==> config.mk <==
export PLATFORM = sky130hd
export DESIGN_NAME = uart_rx_os16
export DESIGN_NICKNAME = d
export VERILOG_FILES = /design/src/rtl/uart_pkg.sv /design/src/rtl/uart_os_tick.sv /design/src/rtl/uart_rx_os16.sv
export SDC_FILE = /design/constraint.sdc
export NUM_CORES = 1
export LEC_CHECK = 0
export ABC_AREA = 1
export CORE_MARGIN = 4
export CORE_UTILIZATION = 33
export CTS_BUF_LIST = sky130_fd_sc_hd__clkbuf_4
export CTS_CLUSTER_SIZE = 28
export DETAILED_ROUTE_END_ITERATION = 12
export PLACE_DENSITY_LB_ADDON = 0.2
export SLEW_MARGIN = 25
export SYNTH_ARGS = -nofsm -noshare
export SYNTH_HDL_FRONTEND = slang
export SYNTH_SLANG_ARGS = --single-unit
export TNS_END_PERCENT = 10
==> constraint.sdc <==
create_clock -name clk -period 2.1 [get_ports clk]
set_input_delay 0.525 -clock clk [delete_from_list [all_inputs] [get_ports clk]]
set_output_delay 0.525 -clock clk [all_outputs]
set_load 0.02 [all_outputs]
==> src/rtl/uart_pkg.sv <==
// Shared UART definitions: FSM state encoding, framing constants and the
// oversampling divider calculation used by both receiver and transmitter.
package uart_pkg;

    typedef enum logic [1:0] {
        IDLE  = 2'd0,
        START = 2'd1,
        DATA  = 2'd2,
        STOP  = 2'd3
    } uart_state_t;

    localparam int DATA_BITS   = 8;
    localparam int OVERSAMPLE  = 16;
    localparam int MID_SAMPLE  = 8;
    localparam int SYNC_STAGES = 2;

    function automatic int calc_div(input int clock_rate, input int baud_rate);
        return clock_rate / (baud_rate * OVERSAMPLE);
    endfunction

endpackage

==> src/rtl/uart_os_tick.sv <==
// Oversampling prescaler: one-cycle tick every DIV clocks, with a clear that
// re-anchors the phase so the first tick lands exactly DIV cycles later.
module uart_os_tick #(
    parameter int DIV = 651
) (
    input  logic clk,
    input  logic rst_n,
    input  logic clear,
    output logic tick
);

    localparam int CNT_W = (DIV > 1) ? $clog2(DIV) : 1;

    generate
        if (DIV < 2) begin : g_div_check
            $error("uart_os_tick: DIV must be at least 2");
        end
    endgenerate

    logic [CNT_W-1:0] cnt_reg;
    logic [CNT_W-1:0] cnt_next;
    logic             at_top;

    assign at_top = (cnt_reg == CNT_W'(DIV - 1));

    always_comb begin
        cnt_next = cnt_reg + CNT_W'(1);
        if (clear || at_top) begin
            cnt_next = '0;
        end
    end

    always_ff @(posedge clk or negedge rst_n) begin
        if (!rst_n) begin
            cnt_reg <= '0;
        end else begin
            cnt_reg <= cnt_next;
        end
    end

    // A clear cycle never produces a tick, even if the count happened to be at the top.
    assign tick = at_top && !clear;

endmodule

==> src/rtl/uart_rx_os16.sv <==
// 8N1 UART receiver with 16x oversampling: synchronizer, start-edge detect,
// mid-bit sampling FSM and a byte output with valid / framing-error strobes.
module uart_rx_os16
    import uart_pkg::*;
#(
    parameter int CLOCK_RATE = 100000000,
    parameter int BAUD_RATE  = 9600
) (
    input  logic       clk,
    input  logic       rst_n,
    input  logic       rx,
    output logic [7:0] rx_data,
    output logic       rx_valid,
    output logic       frame_err,
    output logic       busy
);

    localparam int DIV = calc_div(CLOCK_RATE, BAUD_RATE);

    logic [SYNC_STAGES-1:0] sync_reg;
    logic [SYNC_STAGES-1:0] primed_reg;
    logic                   prev_reg;
    logic                   sync;
    logic                   fall;

    uart_state_t state_reg, state_next;
    logic [3:0]  os_reg, os_next;
    logic [2:0]  bi_reg, bi_next;
    logic [7:0]  shift_reg, shift_next;
    logic [7:0]  data_reg, data_next;
    logic        valid_reg, valid_next;
    logic        ferr_reg, ferr_next;
    logic        tick_clear;
    logic        tick;

    assign sync = sync_reg[SYNC_STAGES-1];
    assign fall = prev_reg && !sync;

    // prev only follows the line once the synchronizer holds real samples, so
    // the reset-to-1 synchronizer value can never fake a "line was high".
    always_ff @(posedge clk or negedge rst_n) begin
        if (!rst_n) begin
            sync_reg   <= '1;
            primed_reg <= '0;
            prev_reg   <= 1'b0;
        end else begin
            sync_reg   <= {sync_reg[SYNC_STAGES-2:0], rx};
            primed_reg <= {primed_reg[SYNC_STAGES-2:0], 1'b1};
            prev_reg   <= primed_reg[SYNC_STAGES-1] ? sync : 1'b0;
        end
    end

    uart_os_tick #(
        .DIV(DIV)
    ) u_os_tick (
        .clk  (clk),
        .rst_n(rst_n),
        .clear(tick_clear),
        .tick (tick)
    );

    always_comb begin
        state_next = state_reg;
        os_next    = os_reg;
        bi_next    = bi_reg;
        shift_next = shift_reg;
        data_next  = data_reg;
        valid_next = 1'b0;
        ferr_next  = 1'b0;
        tick_clear = 1'b0;

        case (state_reg)
            IDLE: begin
                if (fall) begin
                    tick_clear = 1'b1;
                    os_next    = '0;
                    state_next = START;
                end
            end

            START: begin
                if (tick) begin
                    if (os_reg == 4'(MID_SAMPLE - 1)) begin
                        os_next = '0;
                        if (!sync) begin
                            bi_next    = '0;
                            state_next = DATA;
                        end else begin
                            state_next = IDLE;
                        end
                    end else begin
                        os_next = os_reg + 4'd1;
                    end
                end
            end

            DATA: begin
                if (tick) begin
                    if (os_reg == 4'(OVERSAMPLE - 1)) begin
                        os_next    = '0;
                        shift_next = {sync, shift_reg[7:1]};
                        bi_next    = bi_reg + 3'd1;
                        if (bi_reg == 3'(DATA_BITS - 1)) begin
                            state_next = STOP;
                        end
                    end else begin
                        os_next = os_reg + 4'd1;
                    end
                end
            end

            STOP: begin
                if (tick) begin
                    if (os_reg == 4'(OVERSAMPLE - 1)) begin
                        os_next    = '0;
                        state_next = IDLE;
                        if (sync) begin
                            data_next  = shift_reg;
                            valid_next = 1'b1;
                        end else begin
                            ferr_next = 1'b1;
                        end
                    end else begin
                        os_next = os_reg + 4'd1;
                    end
                end
            end

            default: begin
                state_next = IDLE;
            end
        endcase
    end

    always_ff @(posedge clk or negedge rst_n) begin
        if (!rst_n) begin
            state_reg <= IDLE;
            os_reg    <= '0;
            bi_reg    <= '0;
            shift_reg <= '0;
            data_reg  <= '0;
            valid_reg <= 1'b0;
            ferr_reg  <= 1'b0;
        end else begin
            state_reg <= state_next;
            os_reg    <= os_next;
            bi_reg    <= bi_next;
            shift_reg <= shift_next;
            data_reg  <= data_next;
            valid_reg <= valid_next;
            ferr_reg  <= ferr_next;
        end
    end

    assign rx_data   = data_reg;
    assign rx_valid  = valid_reg;
    assign frame_err = ferr_reg;
    assign busy      = (state_reg != IDLE);

endmodule

==> flow_summary_export.csv, run 1 <==
group,metric,value,unit
outcome,outcome,"completed",
global_route,grt_max_degree,43,
final_layout,drive_above_1_share,0.129,
drt,wl_per_cell,10.7,um
global_route,grt_overflow,0,
die,die_h,84.3,um
timing,max_freq,516,MHz
die,die-area,0.00711,sq mm
clock_tree,cts_buffers,5,
final_layout,utilization,0.395,
setup_path,end_kind,"primary output",
setup_path,cp_max_fo,5,
timing,hold_violations,0,
pwr,cellPowerDensity,933,mW/mm^2
global_route,track_usage,0.102,
global_route,grt_first_pass_wirelength,5.84,mm
final_layout,final_cells,305,
clock_tree,clockBufferDepth,2,
setup_path,crit_type,"register to primary output",
synthesis,synth-seq-cells,42,
drt,num_vias,1364,
drt,met2_length,1.44,mm
drt,wl,3.25,mm
final_layout,area_growth_syn_to_layout,14.4,%
clock_tree,clk_latency,360,ps
drt,wl_met3,117,um
final_layout,largest_reg_flops,10,
placement,detailed_place_hpwl,2.29,mm
clock_tree,post_cts_buffers,0,
die,fp.dieW,84.3,um
synthesis,synth_fp_nets,221,
synthesis,ys_seq_area_frac,0.548,
timing,worstMarginPinSlew,534,ps
timing,setup_viol,0,
global_route,grt_pass1_vias,1349,
flow_run,drv_cap,0,
clock_tree,cts_sinks,42,
global_route,antenna_found_initial,0,
drt,wirelength_met1,1.64,mm
die,core-area,0.00557,sq mm
final_layout,n_fill_cell,575,
timing,finalCritPeriodShare,0.922,
drt,first_pass_iters,4,
placement,portBuffers,13,
drt,top_layer,"met4",
final_layout,num-nets-final,240,
synthesis,ys_warn_count,0,
clock_tree,htree_levels,2,
drt,drt_iter0_drc,86,
pwr,p_leak,1.01,nW
setup_path,required,1570,ps
die,initial_core_util,0.345,
setup_path,startpoint_type,"register",
drt,drc_errors,0,
synthesis,synth-edff-count,0,
timing,rsz0062_at_grt,"no",
synthesis,syn_inst,213,
drt,vias_per_cell,4.47,
synthesis,async_flop_share,1.00,
die,pin_count,14,
final_layout,antenna_cells,0,
hold_path,hold_path_class,"input pin to async pin",
synthesis,synth_flop_cell,"dfrtp_1",
pwr,ir_drop,509,uV
clock_tree,path_clk_slew,120,ps
placement,gp_congestion,0.786,
timing,setup_tns,0,ps
synthesis,syn_area_per_cell,9.03,sq um
timing,slew_viol_final,0,
synthesis,synth_cell_types,24,
clock_tree,cts_tree,"done",
timing,whs,215,ps
timing,finalCriticalPeriod,1940,ps
drt,postRouteAntennaNets,0,
setup_path,worst-endpoint-arrival,1410,ps
timing,slew_headroom,0.644,
synthesis,netlist_area,0.00192,sq mm
timing,clock_skew,11.7,ps
clock_tree,root_buffer,"clkbuf_4",
placement,dp_cells,297,
die,fp-row-count,27,
-- cell usage after synthesis (2+ instances only) --
master / instances / share of area
nand2_1: 54 / 0.11
dfrtp_1: 40 / 0.52
inv_1: 29 / 0.057
nor2_1: 14 / 0.027
o21ai_1: 11 / 0.029
nand3_1: 10 / 0.026
a21oi_1: 8 / 0.021
o21ai_0: 8 / 0.021
o21ai_2: 7 / 0.032
ha_1: 5 / 0.033
nor3_1: 4 / 0.010
buf_6: 3 / 0.018
nand4_1: 3 / 0.0098
nor2_2: 3 / 0.0098
dfstp_2: 2 / 0.027
nand2_2: 2 / 0.0065
nand3_2: 2 / 0.010
nor2_4: 2 / 0.012
-- metrics by stage --
step / cell area (sq um) / power (mW) / setup slack, ps
2_1_floorplan: 1920 / 1.42 / 628
3_5_place_dp: 2120 / 1.56 / 340
3_3_place_gp: 2120 / 1.55 / 349
6_report: 2200 / 2.05 / 163
5_1_grt: 2200 / 2.23 / 60.2
4_1_cts: 2200 / 2.08 / 142
-- routing by layer --
metal | GRT usage | up-vias
met5 | 0 | -
met4 | 0.0432 | 0
met3 | 0.0304 | 5
met2 | 0.158 | 14
met1 | 0.134 | 625
li1 | - | 720
-- critical path, cell delays in order, from the launching register on --
cell,delay (ps)
dfrtp_1,450
nor2_2,210
inv_1,80
dlygate4sd2_1,320
-- repair_timing --
| action | 4_1_cts | 5_1_grt |
|---|---|---|
| endpoints found under the setup margin | 1 | 0 |
| hold buffers | 0 | 0 |
| resized for setup | 1 | 0 |
-- path summary, 6_finish.rpt --
kind	start	end	slack (ps)	cells after the start
min reg2reg	sync_reg[0]$_DFF_PN1_	sync_reg[1]$_DFF_PN1_	370	0
max reg2reg	u_os_tick.cnt_reg[0]$_DFF_PN0_	state_reg[0]$_DFFE_PN0P_	480	8
max in group asynchronous	rst_n	sync_reg[1]$_DFF_PN1_	1510	2
max	register	busy	160	3
min	rst_n	os_reg[0]$_DFFE_PN0P_	220	2
min in group clk	sync_reg[0]$_DFF_PN1_	sync_reg[1]$_DFF_PN1_	370	0
-- report_power, final --
group,internal [mW],switching (mW)
combinational,0.168,0.321
clock,0.250,0.280
sequential,0.922,0.114
total,1.34,0.715
-- final cells by class --
type | count | area, sq um | area share
sequential | 42 | 1050 | 0.479
tap | 72 | 90.1 | 0.0409
inverter | 29 | 109 | 0.0495
clock inverter | 3 | 45.0 | 0.0205
clock buffer | 5 | 37.5 | 0.0171
timing repair buffer | 15 | 139 | 0.0631
multi-input combinational | 139 | 727 | 0.330
-- cell usage in the layout (no fill, tap or decap) --
cell and count:
inv_1 29, conb_1 1, dfrtp_1 40, and2_1 1, nor2_1 14, dfstp_2 2, nor4_1 1, nand4_1 3
nand2_1 54, buf_2 1, xor2_1 1, nand3_2 2, nor2_4 2, clkinvlp_4 2, nand2_2 2, dlygate4sd2_1 1
a211oi_1 1, nor2_2 3, o21ai_0 8, a21oi_1 8, buf_4 2, o21ai_1 11, nand3_1 10, clkdlybuf4s50_1 11
nand3_4 1, o21ai_2 7, clkbuf_4 5, bufinv_16 1, ha_1 5, nor3_1 4
-- logic make-up after synthesis --
family	share of synthesized area
xor gates and xnor gates	0.00456
other	0.00195
DFF	0.548
and+or+nand+nor	0.233
buffers and inverters	0.0742
adders and majority gates	0.0325
AOI/OAI and AO/OA	0.106
Note: power is estimated with default switching activity, not from simulation.
==> inputs of run 2 (changes only) <==
- CORE_UTILIZATION: 33 -> 50
- CTS_CLUSTER_DIAMETER: unset -> 80
==> run 2 against run 1 <==
  * Power is 6.1% lower
  * Register-to-register slack hardly changed
  * Worst setup slack better by 18 ps
  * First-iteration DRC count is 64% lower
  * Via count is 0.15% higher
  * Core utilization is 19 points higher
  * Hold slack worse by 150 ps
  * Final cell count is 7.5% lower
  * Sequential share of layout area is 1.0 points higher
  * Non-clock buffer count is 1 higher
  * Wire length is 4.3% lower
==> flow_summary_export.csv, run 2 (same netlist as run 1, synthesis figures left out) <==
group,metric,value,unit
outcome,outcome,"completed",
drt,num_vias,1366,
drt,drc_errors,0,
drt,vias_per_cell,4.84,
final_layout,largest_reg_flops,10,
placement,gp_congestion,0.833,
final_layout,antenna_cells,0,
final_layout,mostFrequentLayoutCells,"54 x nand2_1, 40 x dfrtp_1, 29 x inv_1, 14 x nor2_1",
die,fp-row-count,22,
pwr,finalPower,1.93,mW
setup_path,rr_worst_depth,9,
global_route,track_usage,0.145,
clock_tree,cts_buffers,5,
global_route,grt_overflow,0,
global_route,grt_first_pass_wirelength,5.60,mm
setup_path,cp.buffers_inverters,2,
placement,place_ws,340,ps
die,fp.dieW,70.0,um
placement,dpl_cell_area,0.00210,sq mm
final_layout,area_growth_syn_to_layout,12.0,%
clock_tree,cts_sinks,42,
pwr,p_leak,1.02,nW
flow_run,drv_cap,0,
timing,setup_ws,181,ps
drt,wl,3.11,mm
pwr,cellPowerDensity,895,mW/mm^2
setup_path,cp.depth,3,
drt,drt_iter0_drc,31,
timing,setup_viol,0,
clock_tree,htree_levels,2,
drt,first_pass_iters,6,
die,pin_count,14,
setup_path,end_kind,"primary output",
drt,postRouteAntennaNets,0,
setup_path,cp_cell_sequence,"nor2_2 -> inv_1 -> dlygate4sd2_1",
setup_path,crit_type,"register to primary output",
placement,portBuffers,13,
setup_path,slowest_stage,"dfrtp_1",
timing,clock_skew,9.78,ps
hold_path,hold_path_class,"input pin to async pin",
timing,slew_viol_final,0,
global_route,antenna_found_initial,0,
setup_path,r2r_end,"os_reg[2]$_DFFE_PN0P_",
setup_path,worst-endpoint-arrival,1390,ps
die,die_h,70.0,um
setup_path,cp_max_fo,5,
final_layout,final_cells,282,
timing,finalCritPeriodShare,0.914,
die,core-area,0.00369,sq mm
die,die-area,0.00490,sq mm
final_layout,utilization,0.584,
timing,whs,68.7,ps
timing,max_freq,521,MHz
clock_tree,post_cts_buffers,0,
timing,hold_violations,0,
placement,detailed_place_hpwl,2.36,mm
setup_path,worst-r2r-setup-slack,480,ps
setup_path,startpoint_type,"register",
clock_tree,clk_latency,350,ps
timing,finalCriticalPeriod,1920,ps
global_route,grt_max_degree,19,
final_layout,layout_commonest_cell,"nand2_1",
final_layout,num-nets-final,241,
clock_tree,cts_tree,"done",
setup_path,cp_top_family,"flip-flops",
setup_path,critPathMaxStageDelay,450,ps
final_layout,fin_area,0.00215,sq mm
clock_tree,path_clk_slew,120,ps
clock_tree,clockBufferDepth,2,
timing,rsz0062_at_grt,"no",
setup_path,reg2reg_from,"u_os_tick.cnt_reg[0]$_DFF_PN0_",
timing,setup_tns,0,ps
clock_tree,root_buffer,"clkbuf_4",
setup_path,required,1570,ps
pwr,ir_drop,500,uV
drt,wl_per_cell,11.0,um
placement,dp_cells,274,
final_layout,drive_above_1_share,0.132,
global_route,grt_pass1_vias,1257,
die,initial_core_util,0.521,
## run 2: area by class of cell
| cell class | instances | area, sq um |
|---|---|---|
| clock inverters | 2 | 13.8 |
| clock buffers | 6 | 45.0 |
| repair buffers | 16 | 146 |
| well taps | 48 | 60.1 |
| fillers | 364 | 1530 |
| flip-flops and latches | 42 | 1050 |
| multi-input cells | 139 | 727 |
| inverters | 29 | 109 |
## run 2: worst max path at each step
stage | start | end
after global routing | state_reg[0]$_DFFE_PN0P_ | busy
after detailed placement | register | busy
after global placement | register | busy
after floorplan | u_os_tick.cnt_reg[0]$_DFF_PN0_ | state_reg[0]$_DFFE_PN0P_
final | register | busy
after CTS | register | busy
## run 2: worst register-to-register path, stage by stage, from the launching register on
cell	delay, ps
dfrtp_1	430
inv_1	70
ha_1	130
nand2_1	50
nor2_1	120
nand3_2	140
nand2_1	260
nand2_1	170
nor2_1	120
a21oi_1	50
## run 2: power by group
part / internal [mW] / leakage [nW] / switching, mW / total [mW]
clock network: 0.145 / 0.0356 / 0.258 / 0.403
logic: 0.170 / 0.421 / 0.316 / 0.487
registers: 0.922 / 0.559 / 0.117 / 1.04
## run 2: what timing repair did
action,in CTS,in global routing
hold buffers,0,0
endpoints found under the hold margin,0,0
endpoints found under the setup margin,1,0
resized for setup,1,0
## run 2: layer usage
| layer | GRT usage | share of wire |
|---|---|---|
| met2 | 0.211 | 0.47 |
| met4 | 0.0830 | 0.027 |
| met5 | 0 | 0 |
| met3 | 0.0345 | 0.026 |
| met1 | 0.196 | 0.48 |
==> inputs of run 3 (changes only) <==
- CAP_MARGIN: unset -> 30
- CORE_MARGIN: 4 -> 10
==> run 3 against run 2 <==
  * Cell area did not move
  * Hold slack improved by 11 ps
  * Via count rose by 1.3%
  * Global-route usage fell by 4.4 points
  * Flip-flop and latch count did not move
  * Final cell count did not move
  * Clock skew rose by 3.0 ps
==> flow_summary_export.csv, run 3 (same netlist as run 1, synthesis figures left out) <==
group,metric,value,unit
drt,drt_iter0_drc,46,
drt,drc_errors,0,
die,core-area,0.00369,sq mm
final_layout,mostFrequentLayoutCells,"54 x nand2_1, 40 x dfrtp_1, 29 x inv_1, 14 x nor2_1",
final_layout,n_fill_cell,342,
die,initial_core_util,0.521,
timing,max_freq,528,MHz
timing,finalCritPeriodShare,0.902,
pwr,p_sw,0.697,mW
pwr,ir_drop,481,uV
drt,vias_per_cell,4.91,
placement,portBuffers,13,
clock_tree,path_clk_slew,130,ps
pwr,p_int,1.22,mW
die,pin_count,14,
global_route,grt_overflow,0,
die,fp-row-count,22,
final_layout,drive_above_1_share,0.132,
final_layout,largest_reg_flops,10,
global_route,grt_first_pass_wirelength,5.36,mm
setup_path,critPathMaxStageDelay,450,ps
clock_tree,root_buffer,"clkbuf_4",
timing,clock_skew,12.8,ps
pwr,p_leak,1.01,nW
placement,gp_congestion,0.832,
global_route,antenna_found_initial,0,
final_layout,antenna_cells,0,
placement,dpl_cell_area,0.00210,sq mm
clock_tree,cts_buffers,5,
setup_path,worst-endpoint-arrival,1370,ps
placement,place_ws,349,ps
timing,whs,79.5,ps
timing,rsz0062_at_grt,"no",
final_layout,utilization,0.584,
timing,finalCriticalPeriod,1890,ps
timing,setup_viol,0,
drt,wl,3.01,mm
setup_path,end_kind,"primary output",
setup_path,startpoint_type,"register",
flow_run,drv_cap,0,
outcome,outcome,"completed",
placement,detailed_place_hpwl,2.34,mm
timing,slew_viol_final,0,
setup_path,required,1570,ps
drt,postRouteAntennaNets,0,
pwr,cellPowerDensity,890,mW/mm^2
pwr,clockPowerShare,0.204,
clock_tree,cts_sinks,42,
pwr,comb_power_share,0.256,
final_layout,num-nets-final,241,
global_route,grt_max_degree,19,
hold_path,hold_path_class,"input pin to async pin",
setup_path,crit_type,"register to primary output",
pwr,p_seq_frac,0.541,
clock_tree,post_cts_buffers,0,
setup_path,cp_top_family,"flip-flops",
setup_path,reg2reg_from,"u_os_tick.cnt_reg[0]$_DFF_PN0_",
clock_tree,htree_levels,2,
setup_path,cp_max_fo,5,
final_layout,final_cells,282,
setup_path,slowest_stage,"dfrtp_1",
drt,wl_per_cell,10.7,um
final_layout,fin_area,0.00215,sq mm
clock_tree,cts_tree,"done",
timing,setup_tns,0,ps
final_layout,area_growth_syn_to_layout,12.0,%
die,die_h,82.0,um
clock_tree,cts_hold_buf,0,
pwr,swShare,0.363,
global_route,track_usage,0.101,
clock_tree,clk_latency,340,ps
pwr,finalPower,1.92,mW
placement,dp_cells,274,
setup_path,worst-r2r-setup-slack,460,ps
global_route,grt_pass1_vias,1214,
setup_path,cp_cell_sequence,"nor2_2 -> inv_1 -> dlygate4sd2_1",
die,fp.dieW,82.0,um
die,die-area,0.00673,sq mm
final_layout,layout_commonest_cell,"nand2_1",
setup_path,cp.buffers_inverters,2,
timing,hold_violations,0,
timing,setup_ws,206,ps
clock_tree,clockBufferDepth,2,
drt,first_pass_iters,4,
drt,num_vias,1384,
[run 3: cell types whose count changed in the layout (fill, tap and decap cells not counted), sizes merged]
cell,before,now
clkinvlp,0,1
clkbuf,6,5
[run 3: path summary, 6_finish.rpt]
kind | endpoint | depth (start not counted)
min in group clk | sync_reg[1]$_DFF_PN1_ | 0
worst max-delay path | busy | 3
worst min register to register | sync_reg[1]$_DFF_PN1_ | 0
worst min-delay path | u_os_tick.cnt_reg[3]$_DFF_PN0_ | 1
max in group asynchronous | sync_reg[1]$_DFF_PN1_ | 2
worst max register to register | os_reg[0]$_DFFE_PN0P_ | 9
[run 3: timing repair]
| action | 4_1_cts | 5_1_grt |
|---|---|---|
| resized for setup | 1 | 0 |
| setup endpoints to repair | 1 | 0 |
| hold endpoints to repair | 0 | 0 |
[run 3: per-layer routing]
metal / global-route usage / share of wire
met1: 0.130 / 0.48
met2: 0.154 / 0.47
met3: 0.0338 / 0.047
met4: 0.0357 / 0.0090
met5: 0 / 0
[run 3: final cells by class]
class | instances | area [sq um] | share of cell area
flip-flops and latches | 42 | 1050 | 0.489
well taps | 48 | 60.1 | 0.0279
clock buffers | 5 | 37.5 | 0.0174
multi-input cells | 139 | 727 | 0.337
repair buffers | 16 | 146 | 0.0679
inverters | 29 | 109 | 0.0505
clock inverters | 3 | 21.3 | 0.00987
[run 3: power by group through the flow]
stage	combinational (mW)	sequential, mW	clock (mW)
final	0.490	1.04	0.391
after global routing	0.581	1.06	0.444
after CTS	0.495	1.04	0.411
after detailed placement	0.502	1.05	0
after global placement	0.497	1.05	0
after floorplan	0.387	1.03	0
